--- config.mk ---
export PLATFORM = sky130hd
export DESIGN_NAME = iir_biquad_scheduler
export DESIGN_NICKNAME = d
export VERILOG_FILES = /design/src/rtl/iir_biquad_scheduler.sv
export SDC_FILE = /design/constraint.sdc
export NUM_CORES = 2
export LEC_CHECK = 0
export ABC_AREA = 1
export BUFFER_PORTS_ARGS = -buffer_cell sky130_fd_sc_hd__buf_2
export CAP_MARGIN = 10
export CORE_ASPECT_RATIO = 1.4
export CORE_MARGIN = 1.5
export CORE_UTILIZATION = 40
export CTS_BUF_LIST = sky130_fd_sc_hd__clkbuf_4 sky130_fd_sc_hd__clkbuf_8 sky130_fd_sc_hd__clkbuf_16
export DETAILED_ROUTE_END_ITERATION = 10
export PLACE_DENSITY_LB_ADDON = 0.25
export SETUP_SLACK_MARGIN = 0.2
export SLEW_MARGIN = 20
export SYNTH_ARGS = -nofsm -noshare
export SYNTH_HDL_FRONTEND = slang
export SYNTH_SLANG_ARGS = --single-unit
--- constraint.sdc ---
create_clock -name clk -period 20.3 [get_ports clk]
set_input_delay 2.03 -clock clk [delete_from_list [all_inputs] [get_ports clk]]
set_output_delay 2.03 -clock clk [all_outputs]
set_load 0.03 [all_outputs]
--- src/rtl/iir_biquad_scheduler.sv ---
// iir_biquad_scheduler
// One shared direct-form-I biquad MAC datapath serving N_CHANNELS_P channels.
// Each channel owns its history (x1, x2, y1, y2) plus a shadow and an active
// coefficient bank. Shadow banks are written at any time; commits and history
// clears are recorded as pending flags and applied only while the scheduler is
// idle, so a sample in flight always sees one consistent coefficient set.

module iir_biquad_scheduler #(
    parameter int N_CHANNELS_P = 4,
    parameter int DATA_WIDTH_P = 24,
    parameter int COEF_WIDTH_P = 24,
    parameter int Q_BITS_P     = 20,
    localparam int CH_W = (N_CHANNELS_P > 1) ? $clog2(N_CHANNELS_P) : 1
) (
    input  logic                           clk,
    input  logic                           rst_n,
    input  logic                           ingress_valid,
    output logic                           ingress_ready,
    input  logic signed [DATA_WIDTH_P-1:0] ingress_data,
    input  logic        [CH_W-1:0]         ingress_channel,
    output logic                           egress_valid,
    input  logic                           egress_ready,
    output logic signed [DATA_WIDTH_P-1:0] egress_data,
    output logic        [CH_W-1:0]         egress_channel,
    input  logic                           cfg_wr,
    input  logic        [CH_W-1:0]         cfg_channel,
    input  logic        [2:0]              cfg_index,
    input  logic signed [COEF_WIDTH_P-1:0] cfg_data,
    input  logic                           cfg_commit,
    input  logic                           cfg_clear,
    output logic                           ingress_error
);

    localparam int PROD_W   = DATA_WIDTH_P + COEF_WIDTH_P;
    localparam int ACC_W    = DATA_WIDTH_P + COEF_WIDTH_P + 3;
    localparam int N_COEF_C = 5;

    localparam logic signed [COEF_WIDTH_P-1:0] UNITY_C  = COEF_WIDTH_P'(1'b1) << Q_BITS_P;
    localparam logic signed [COEF_WIDTH_P-1:0] CZERO_C  = {COEF_WIDTH_P{1'b0}};
    localparam logic signed [DATA_WIDTH_P-1:0] DZERO_C  = {DATA_WIDTH_P{1'b0}};
    localparam logic signed [DATA_WIDTH_P-1:0] Y_MAX_C  = {1'b0, {(DATA_WIDTH_P-1){1'b1}}};
    localparam logic signed [DATA_WIDTH_P-1:0] Y_MIN_C  = {1'b1, {(DATA_WIDTH_P-1){1'b0}}};
    localparam logic signed [ACC_W-1:0]        SAT_MAX_C = ACC_W'(Y_MAX_C);
    localparam logic signed [ACC_W-1:0]        SAT_MIN_C = ACC_W'(Y_MIN_C);
    localparam logic signed [ACC_W-1:0]        RND_C     = ACC_W'(1'b1) << (Q_BITS_P - 1);

    typedef enum logic [1:0] {
        ST_IDLE  = 2'd0,
        ST_MAC   = 2'd1,
        ST_SCALE = 2'd2,
        ST_OUT   = 2'd3
    } state_t;

    state_t state_r;
    state_t state_s;

    // Per-channel storage
    logic signed [COEF_WIDTH_P-1:0] coef_shd_r [N_CHANNELS_P][N_COEF_C];
    logic signed [COEF_WIDTH_P-1:0] coef_act_r [N_CHANNELS_P][N_COEF_C];
    logic signed [DATA_WIDTH_P-1:0] x1_r [N_CHANNELS_P];
    logic signed [DATA_WIDTH_P-1:0] x2_r [N_CHANNELS_P];
    logic signed [DATA_WIDTH_P-1:0] y1_r [N_CHANNELS_P];
    logic signed [DATA_WIDTH_P-1:0] y2_r [N_CHANNELS_P];
    logic [N_CHANNELS_P-1:0] commit_pend_r;
    logic [N_CHANNELS_P-1:0] clear_pend_r;
    logic [N_CHANNELS_P-1:0] commit_eff_s;
    logic [N_CHANNELS_P-1:0] clear_eff_s;

    // Datapath
    logic [2:0]                     step_r;
    logic [CH_W-1:0]                ch_r;
    logic signed [DATA_WIDTH_P-1:0] x_r;
    logic signed [ACC_W-1:0]        acc_r;
    logic signed [DATA_WIDTH_P-1:0] mac_opnd_s;
    logic signed [COEF_WIDTH_P-1:0] mac_coef_s;
    logic                           mac_sub_s;
    logic signed [PROD_W-1:0]       mac_prod_s;
    logic signed [ACC_W-1:0]        mac_prod_ext_s;
    logic signed [ACC_W-1:0]        rnd_sum_s;
    logic signed [ACC_W-1:0]        shr_s;
    logic signed [DATA_WIDTH_P-1:0] sat_s;

    // Output registers
    logic                           ingress_ready_r;
    logic                           egress_valid_r;
    logic signed [DATA_WIDTH_P-1:0] egress_data_r;
    logic [CH_W-1:0]                egress_channel_r;
    logic                           ingress_error_r;

    logic ing_ch_ok_s;
    logic cfg_ch_ok_s;
    logic idle_s;
    logic accept_s;
    logic start_s;
    logic handshake_s;

    // Channel ids can only be out of range when N_CHANNELS_P is not a power of two.
    generate
        if (N_CHANNELS_P == (1 << CH_W)) begin : g_full_range
            assign ing_ch_ok_s = 1'b1;
            assign cfg_ch_ok_s = 1'b1;
        end else begin : g_part_range
            assign ing_ch_ok_s = (ingress_channel < CH_W'(N_CHANNELS_P));
            assign cfg_ch_ok_s = (cfg_channel < CH_W'(N_CHANNELS_P));
        end
    endgenerate

    assign idle_s      = (state_r == ST_IDLE);
    assign accept_s    = idle_s & ingress_valid;
    assign start_s     = accept_s & ing_ch_ok_s;
    assign handshake_s = (state_r == ST_OUT) & egress_ready;

    assign ingress_ready  = ingress_ready_r;
    assign egress_valid   = egress_valid_r;
    assign egress_data    = egress_data_r;
    assign egress_channel = egress_channel_r;
    assign ingress_error  = ingress_error_r;

    // FSM state register
    always_ff @(posedge clk or negedge rst_n) begin
        if (!rst_n) begin
            state_r <= ST_IDLE;
        end else begin
            state_r <= state_s;
        end
    end

    // FSM next-state: IDLE -> MAC (5 steps) -> SCALE -> OUT -> IDLE on handshake
    always_comb begin
        state_s = state_r;
        case (state_r)
            ST_IDLE: begin
                if (start_s) begin
                    state_s = ST_MAC;
                end else begin
                    state_s = ST_IDLE;
                end
            end
            ST_MAC: begin
                if (step_r == 3'd4) begin
                    state_s = ST_SCALE;
                end else begin
                    state_s = ST_MAC;
                end
            end
            ST_SCALE: begin
                state_s = ST_OUT;
            end
            ST_OUT: begin
                if (egress_ready) begin
                    state_s = ST_IDLE;
                end else begin
                    state_s = ST_OUT;
                end
            end
            default: begin
                state_s = ST_IDLE;
            end
        endcase
    end

    // Effective flags: stored pending flags merged with this cycle's requests
    always_comb begin
        commit_eff_s = {N_CHANNELS_P{1'b0}};
        clear_eff_s  = {N_CHANNELS_P{1'b0}};
        for (int i = 0; i < N_CHANNELS_P; i++) begin
            commit_eff_s[i] = commit_pend_r[i] |
                              (cfg_commit & cfg_ch_ok_s & (cfg_channel == CH_W'(i)));
            clear_eff_s[i]  = clear_pend_r[i] |
                              (cfg_clear & cfg_ch_ok_s & (cfg_channel == CH_W'(i)));
        end
    end

    // Pending flags: consumed in any idle cycle, accumulated while busy
    always_ff @(posedge clk or negedge rst_n) begin
        if (!rst_n) begin
            commit_pend_r <= {N_CHANNELS_P{1'b0}};
            clear_pend_r  <= {N_CHANNELS_P{1'b0}};
        end else if (idle_s) begin
            commit_pend_r <= {N_CHANNELS_P{1'b0}};
            clear_pend_r  <= {N_CHANNELS_P{1'b0}};
        end else begin
            commit_pend_r <= commit_eff_s;
            clear_pend_r  <= clear_eff_s;
        end
    end

    // Shadow coefficient bank: software writes land immediately
    always_ff @(posedge clk or negedge rst_n) begin
        if (!rst_n) begin
            for (int i = 0; i < N_CHANNELS_P; i++) begin
                for (int k = 0; k < N_COEF_C; k++) begin
                    coef_shd_r[i][k] <= (k == 0) ? UNITY_C : CZERO_C;
                end
            end
        end else if (cfg_wr && cfg_ch_ok_s && (cfg_index < 3'd5)) begin
            coef_shd_r[cfg_channel][cfg_index] <= cfg_data;
        end else begin
            coef_shd_r <= coef_shd_r;
        end
    end

    // Active coefficient bank: whole-bank copy from shadow, only while idle
    always_ff @(posedge clk or negedge rst_n) begin
        if (!rst_n) begin
            for (int i = 0; i < N_CHANNELS_P; i++) begin
                for (int k = 0; k < N_COEF_C; k++) begin
                    coef_act_r[i][k] <= (k == 0) ? UNITY_C : CZERO_C;
                end
            end
        end else if (idle_s) begin
            for (int i = 0; i < N_CHANNELS_P; i++) begin
                if (commit_eff_s[i]) begin
                    for (int k = 0; k < N_COEF_C; k++) begin
                        coef_act_r[i][k] <= coef_shd_r[i][k];
                    end
                end
            end
        end else begin
            coef_act_r <= coef_act_r;
        end
    end

    // History: shifted on the egress handshake, zeroed by an idle-cycle clear
    always_ff @(posedge clk or negedge rst_n) begin
        if (!rst_n) begin
            for (int i = 0; i < N_CHANNELS_P; i++) begin
                x1_r[i] <= DZERO_C;
                x2_r[i] <= DZERO_C;
                y1_r[i] <= DZERO_C;
                y2_r[i] <= DZERO_C;
            end
        end else if (handshake_s) begin
            x2_r[ch_r] <= x1_r[ch_r];
            x1_r[ch_r] <= x_r;
            y2_r[ch_r] <= y1_r[ch_r];
            y1_r[ch_r] <= egress_data_r;
        end else if (idle_s) begin
            for (int i = 0; i < N_CHANNELS_P; i++) begin
                if (clear_eff_s[i]) begin
                    x1_r[i] <= DZERO_C;
                    x2_r[i] <= DZERO_C;
                    y1_r[i] <= DZERO_C;
                    y2_r[i] <= DZERO_C;
                end
            end
        end else begin
            x1_r <= x1_r;
        end
    end

    // MAC operand select: step order b0*x, b1*x1, b2*x2, -a1*y1, -a2*y2
    always_comb begin
        mac_opnd_s = DZERO_C;
        mac_coef_s = CZERO_C;
        mac_sub_s  = 1'b0;
        case (step_r)
            3'd0: begin
                mac_opnd_s = x_r;
                mac_coef_s = coef_act_r[ch_r][0];
            end
            3'd1: begin
                mac_opnd_s = x1_r[ch_r];
                mac_coef_s = coef_act_r[ch_r][1];
            end
            3'd2: begin
                mac_opnd_s = x2_r[ch_r];
                mac_coef_s = coef_act_r[ch_r][2];
            end
            3'd3: begin
                mac_opnd_s = y1_r[ch_r];
                mac_coef_s = coef_act_r[ch_r][3];
                mac_sub_s  = 1'b1;
            end
            3'd4: begin
                mac_opnd_s = y2_r[ch_r];
                mac_coef_s = coef_act_r[ch_r][4];
                mac_sub_s  = 1'b1;
            end
            default: begin
                mac_sub_s = 1'b0;
            end
        endcase
        mac_prod_s     = PROD_W'(mac_coef_s) * PROD_W'(mac_opnd_s);
        mac_prod_ext_s = ACC_W'(mac_prod_s);
    end

    // Round half up, drop the fractional bits, clamp to the sample range
    always_comb begin
        rnd_sum_s = acc_r + RND_C;
        shr_s     = rnd_sum_s >>> Q_BITS_P;
        if (shr_s > SAT_MAX_C) begin
            sat_s = Y_MAX_C;
        end else if (shr_s < SAT_MIN_C) begin
            sat_s = Y_MIN_C;
        end else begin
            sat_s = shr_s[DATA_WIDTH_P-1:0];
        end
    end

    // Datapath registers: latch on accept, accumulate during MAC
    always_ff @(posedge clk or negedge rst_n) begin
        if (!rst_n) begin
            step_r <= 3'd0;
            ch_r   <= {CH_W{1'b0}};
            x_r    <= DZERO_C;
            acc_r  <= {ACC_W{1'b0}};
        end else if (start_s) begin
            step_r <= 3'd0;
            ch_r   <= ingress_channel;
            x_r    <= ingress_data;
            acc_r  <= {ACC_W{1'b0}};
        end else if (state_r == ST_MAC) begin
            step_r <= step_r + 3'd1;
            acc_r  <= mac_sub_s ? (acc_r - mac_prod_ext_s) : (acc_r + mac_prod_ext_s);
        end else begin
            step_r <= step_r;
        end
    end

    // Registered outputs: handshakes follow the next state, result captured in SCALE
    always_ff @(posedge clk or negedge rst_n) begin
        if (!rst_n) begin
            ingress_ready_r  <= 1'b1;
            egress_valid_r   <= 1'b0;
            egress_data_r    <= DZERO_C;
            egress_channel_r <= {CH_W{1'b0}};
            ingress_error_r  <= 1'b0;
        end else begin
            ingress_ready_r <= (state_s == ST_IDLE);
            egress_valid_r  <= (state_s == ST_OUT);
            ingress_error_r <= accept_s & ~ing_ch_ok_s;
            if (state_r == ST_SCALE) begin
                egress_data_r    <= sat_s;
                egress_channel_r <= ch_r;
            end else begin
                egress_data_r    <= egress_data_r;
            end
        end
    end

endmodule

==> metrics.md <==
| Metric | Value |
|---|---|
| Routability Congestion | `0.948` |
| Post-Syn Instances | `9687` |
| Starting Density | `0.402` |
| Initial antenna violation count | `23` |
| Vias per inst | `5.42` |
| Run status | `finished clean` |
| Cts bufs inserted | `154` |
| Syn Nets | `10500` |
| Sequential fraction of the synthesis area | `0.418` |
| Achievable Freq | `0.0699 GHz` |
| Final number of setup-violating endpoints | `0` |
| GR Util All Layers | `0.264` |
| Die Y | `557 um` |
| Crit. Startpoint | `ch_r[1]$_DFFE_PN0P_` |
| I/O pin cnt | `91` |
| Clock slew at reported path FFs | `0.06 ns` |
| Vias in the first global route | `71000` |
| Worst path slowest cell | `and2_1` |
| H-tree depth | `4` |
| Initial DRC Count | `5668` |
| Worst Path Class, Setup | `reg2reg` |
| Root buffer cell | `clkbuf_16` |
| Hold Startpoint | `coef_shd_r[365]$_DFFE_PN0P_` |
| Final WL | `291000 um` |
| Unrepaired setup endpoints after global routing | `false` |
| # fillers | `21300` |
| Most common cell after layout, fill and taps aside | `nand2_1` |
| Hold violation count in the final report | `0` |
| Post-CTS Setup Bufs | `0` |
| Residual DRC | `0` |
| Rel. slew slack | `0.213` |
| Area share of the largest cell type after synthesis | `0.415` |
| Largest area contributor in the netlist | `dfrtp_1` |
| Pin count of the biggest net entering global routing | `185` |
| CP top delay family | `simple AND/OR/NAND/NOR gates` |
| Final slew viol count | `0` |
| Clk_lat worst skew | `0.85 ns` |
| Layout area overhead | `9.79%` |
| #FFs+latches synth | `1462` |
| Via count | `68200` |
| First-pass DRT Iterations | `6` |
| Post-Syn Area | `0.0876 mm^2` |
| Core ar. | `0.218 mm^2` |
| Global route overflow | `0` |
| Clk_skew | `0.0876 ns` |
| Final min period | `14.30 ns` |
| Hold crit path type | `reg2reg` |
| Row Count | `203` |
| Max-cap violation count | `0` |
| Synth cell types | `64` |
| Async S/R FF share, synth | `1.00` |
| Crit share post-route | `0.705` |
| Critical Path RT | `20.98 ns` |
| R2R Path Start | `ch_r[1]$_DFFE_PN0P_` |
| First-pass GRT wire length | `444000 um` |
| Post-synth EDFFs | `0` |
| CP arrival | `14.99 ns` |
| Port buffer count | `89` |
| Startpoint Class | `flip-flop` |
| CP max stage delay | `0.93 ns` |
| Share of cells above drive strength 1 | `0.112` |
| CP Capture Type | `flip-flop` |
| Worst-case clock buffer depth | `4` |
| Top cells by area, synth | `dfrtp_1 (41%), fa_1 (14%), nand2_1 (7.8%)` |
| Die area | `0.222 mm^2` |
| Most frequent cells in the layout | `nand2_1 (1785), inv_1 (1689), dfrtp_1 (1452)` |
| Routed Antenna Nets | `0` |
| TNS Setup | `0 ns` |
| Avg WL per Cell | `23.1 um` |
| CTS tree | `yes` |
| Yosys warns | `0` |
| Number of clock sinks | `1462` |
| Crit path top cell by count | `nand2_1` |
| Post-Syn Area per Cell | `9.05 um^2` |
| Resized cells post-CTS | `0` |
| Placed Area | `0.0910 mm^2` |
| Net count, final | `10400` |
| Ys flop type | `dfrtp_1` |
| Worst path bufs/invs | `9` |
| Die span in x | `399 um` |
| Detailed placement HPWL | `199000 um` |
| Hold Buf Count CTS | `0` |
| Final instance area | `0.0962 mm^2` |
| Measured slew at the worst slew-check pin | `1.17 ns` |
| Worst Path Max Fanout | `88` |
metal layers:
metal | vias up | track usage | wire length (um)
met4 | 4 | 0.132 | 16600
met1 | 34600 | 0.327 | 115000
met5 | - | 0 | 23
met3 | 634 | 0.0339 | 17000
li1 | 30600 | - | -
met2 | 2307 | 0.453 | 142000
flip-flops by register name, indices dropped and copies added, names as in the netlist, 2 cells and up:
| signal | count |
|---|---|
| coef_act_r | 480 |
| coef_shd_r | 480 |
| x1_r | 96 |
| x2_r | 96 |
| y1_r | 96 |
| y2_r | 96 |
| acc_r | 51 |
| egress_data | 24 |
| x_r | 24 |
| clear_pend_r | 4 |
| commit_pend_r | 4 |
| step_r | 3 |
| ch_r | 2 |
| egress_channel | 2 |
| state_r | 2 |
cells by family after synthesis:
| family | share of synthesized area |
|---|---|
| other | 0.0000428 |
| adders and majority gates | 0.166 |
| xor gates and xnor gates | 0.0107 |
| muxes | 0.0524 |
| and+or+nand+nor | 0.137 |
| DFF | 0.418 |
| buffers and inverters | 0.0977 |
| AOI/OAI and AO/OA | 0.118 |
layout make-up:
cell class	instances	area [um^2]	area share
antenna	8	20.0	0.000208
clock buffer	226	4690	0.0488
tap	2870	3590	0.0373
clock inverter	40	460	0.00479
multi-input combinational	6010	42800	0.445
timing repair buffer	225	1580	0.0164
inverter	1727	6500	0.0675
sequential	1462	36600	0.380
stage by stage:
step,hold slack [ns],setup WS (ns),utilization,cells
after detailed placement,0.469,6.19,0.417,12300
after global placement,0.462,6.24,0.417,12300
after global routing,0.481,5.31,0.441,12600
after floorplan,0.449,10.35,-,9687
final,0.463,6.00,0.441,12600
after CTS,0.458,6.11,0.441,12600
synth_stat cells (4+ instances only):
cell type  instances
o21bai_1           4
nor4_2            10
inv_1           1689
buf_2            145
a32o_1            18
o211ai_1           5
o31ai_1            8
o21ai_1            6
nor2_2            28
o21ai_0          813
fa_1             609
nor2_1           695
nand2_2            9
nand3b_1          10
ha_1             190
nor3_1            49
nand4_1           42
nor2_4             5
o2111ai_1          7
buf_1             19
inv_2             31
buf_6              8
dfstp_2            9
xnor2_1           19
clkbuf_1         314
nor3_2             4
xor2_1            79
a31oi_1           16
mux2_2           408
clkinv_1           7
and2_1            12
a22oi_1          225
nand3_1          178
or2_2              7
nor4_4            13
nand2_1         1817
nor4_1            16
o22ai_1          411
a21o_1            18
o21a_1             8
a21oi_1          227
dfrtp_1         1453
a2111oi_0         11
final timing paths:
path | cells past startpoint | endpoint | slack, ns
setup / recovery | 49 | acc_r[48]$_DFFE_PN0P_ | 6.00
hold / removal | 1 | coef_act_r[365]$_DFFE_PN0P_ | 0.46
setup reg to reg | 49 | acc_r[48]$_DFFE_PN0P_ | 6.00
hold reg to reg | 1 | coef_act_r[365]$_DFFE_PN0P_ | 0.46
max in group asynchronous | 4 | coef_shd_r[283]$_DFFE_PN0P_ | 16.00
min in group asynchronous | 1 | egress_data[9]$_DFFE_PN0N_ | 1.26
Power is left out: the tool's default activity adds up to more than one toggle a clock period on the data nets, which glitch-free logic cannot reach.
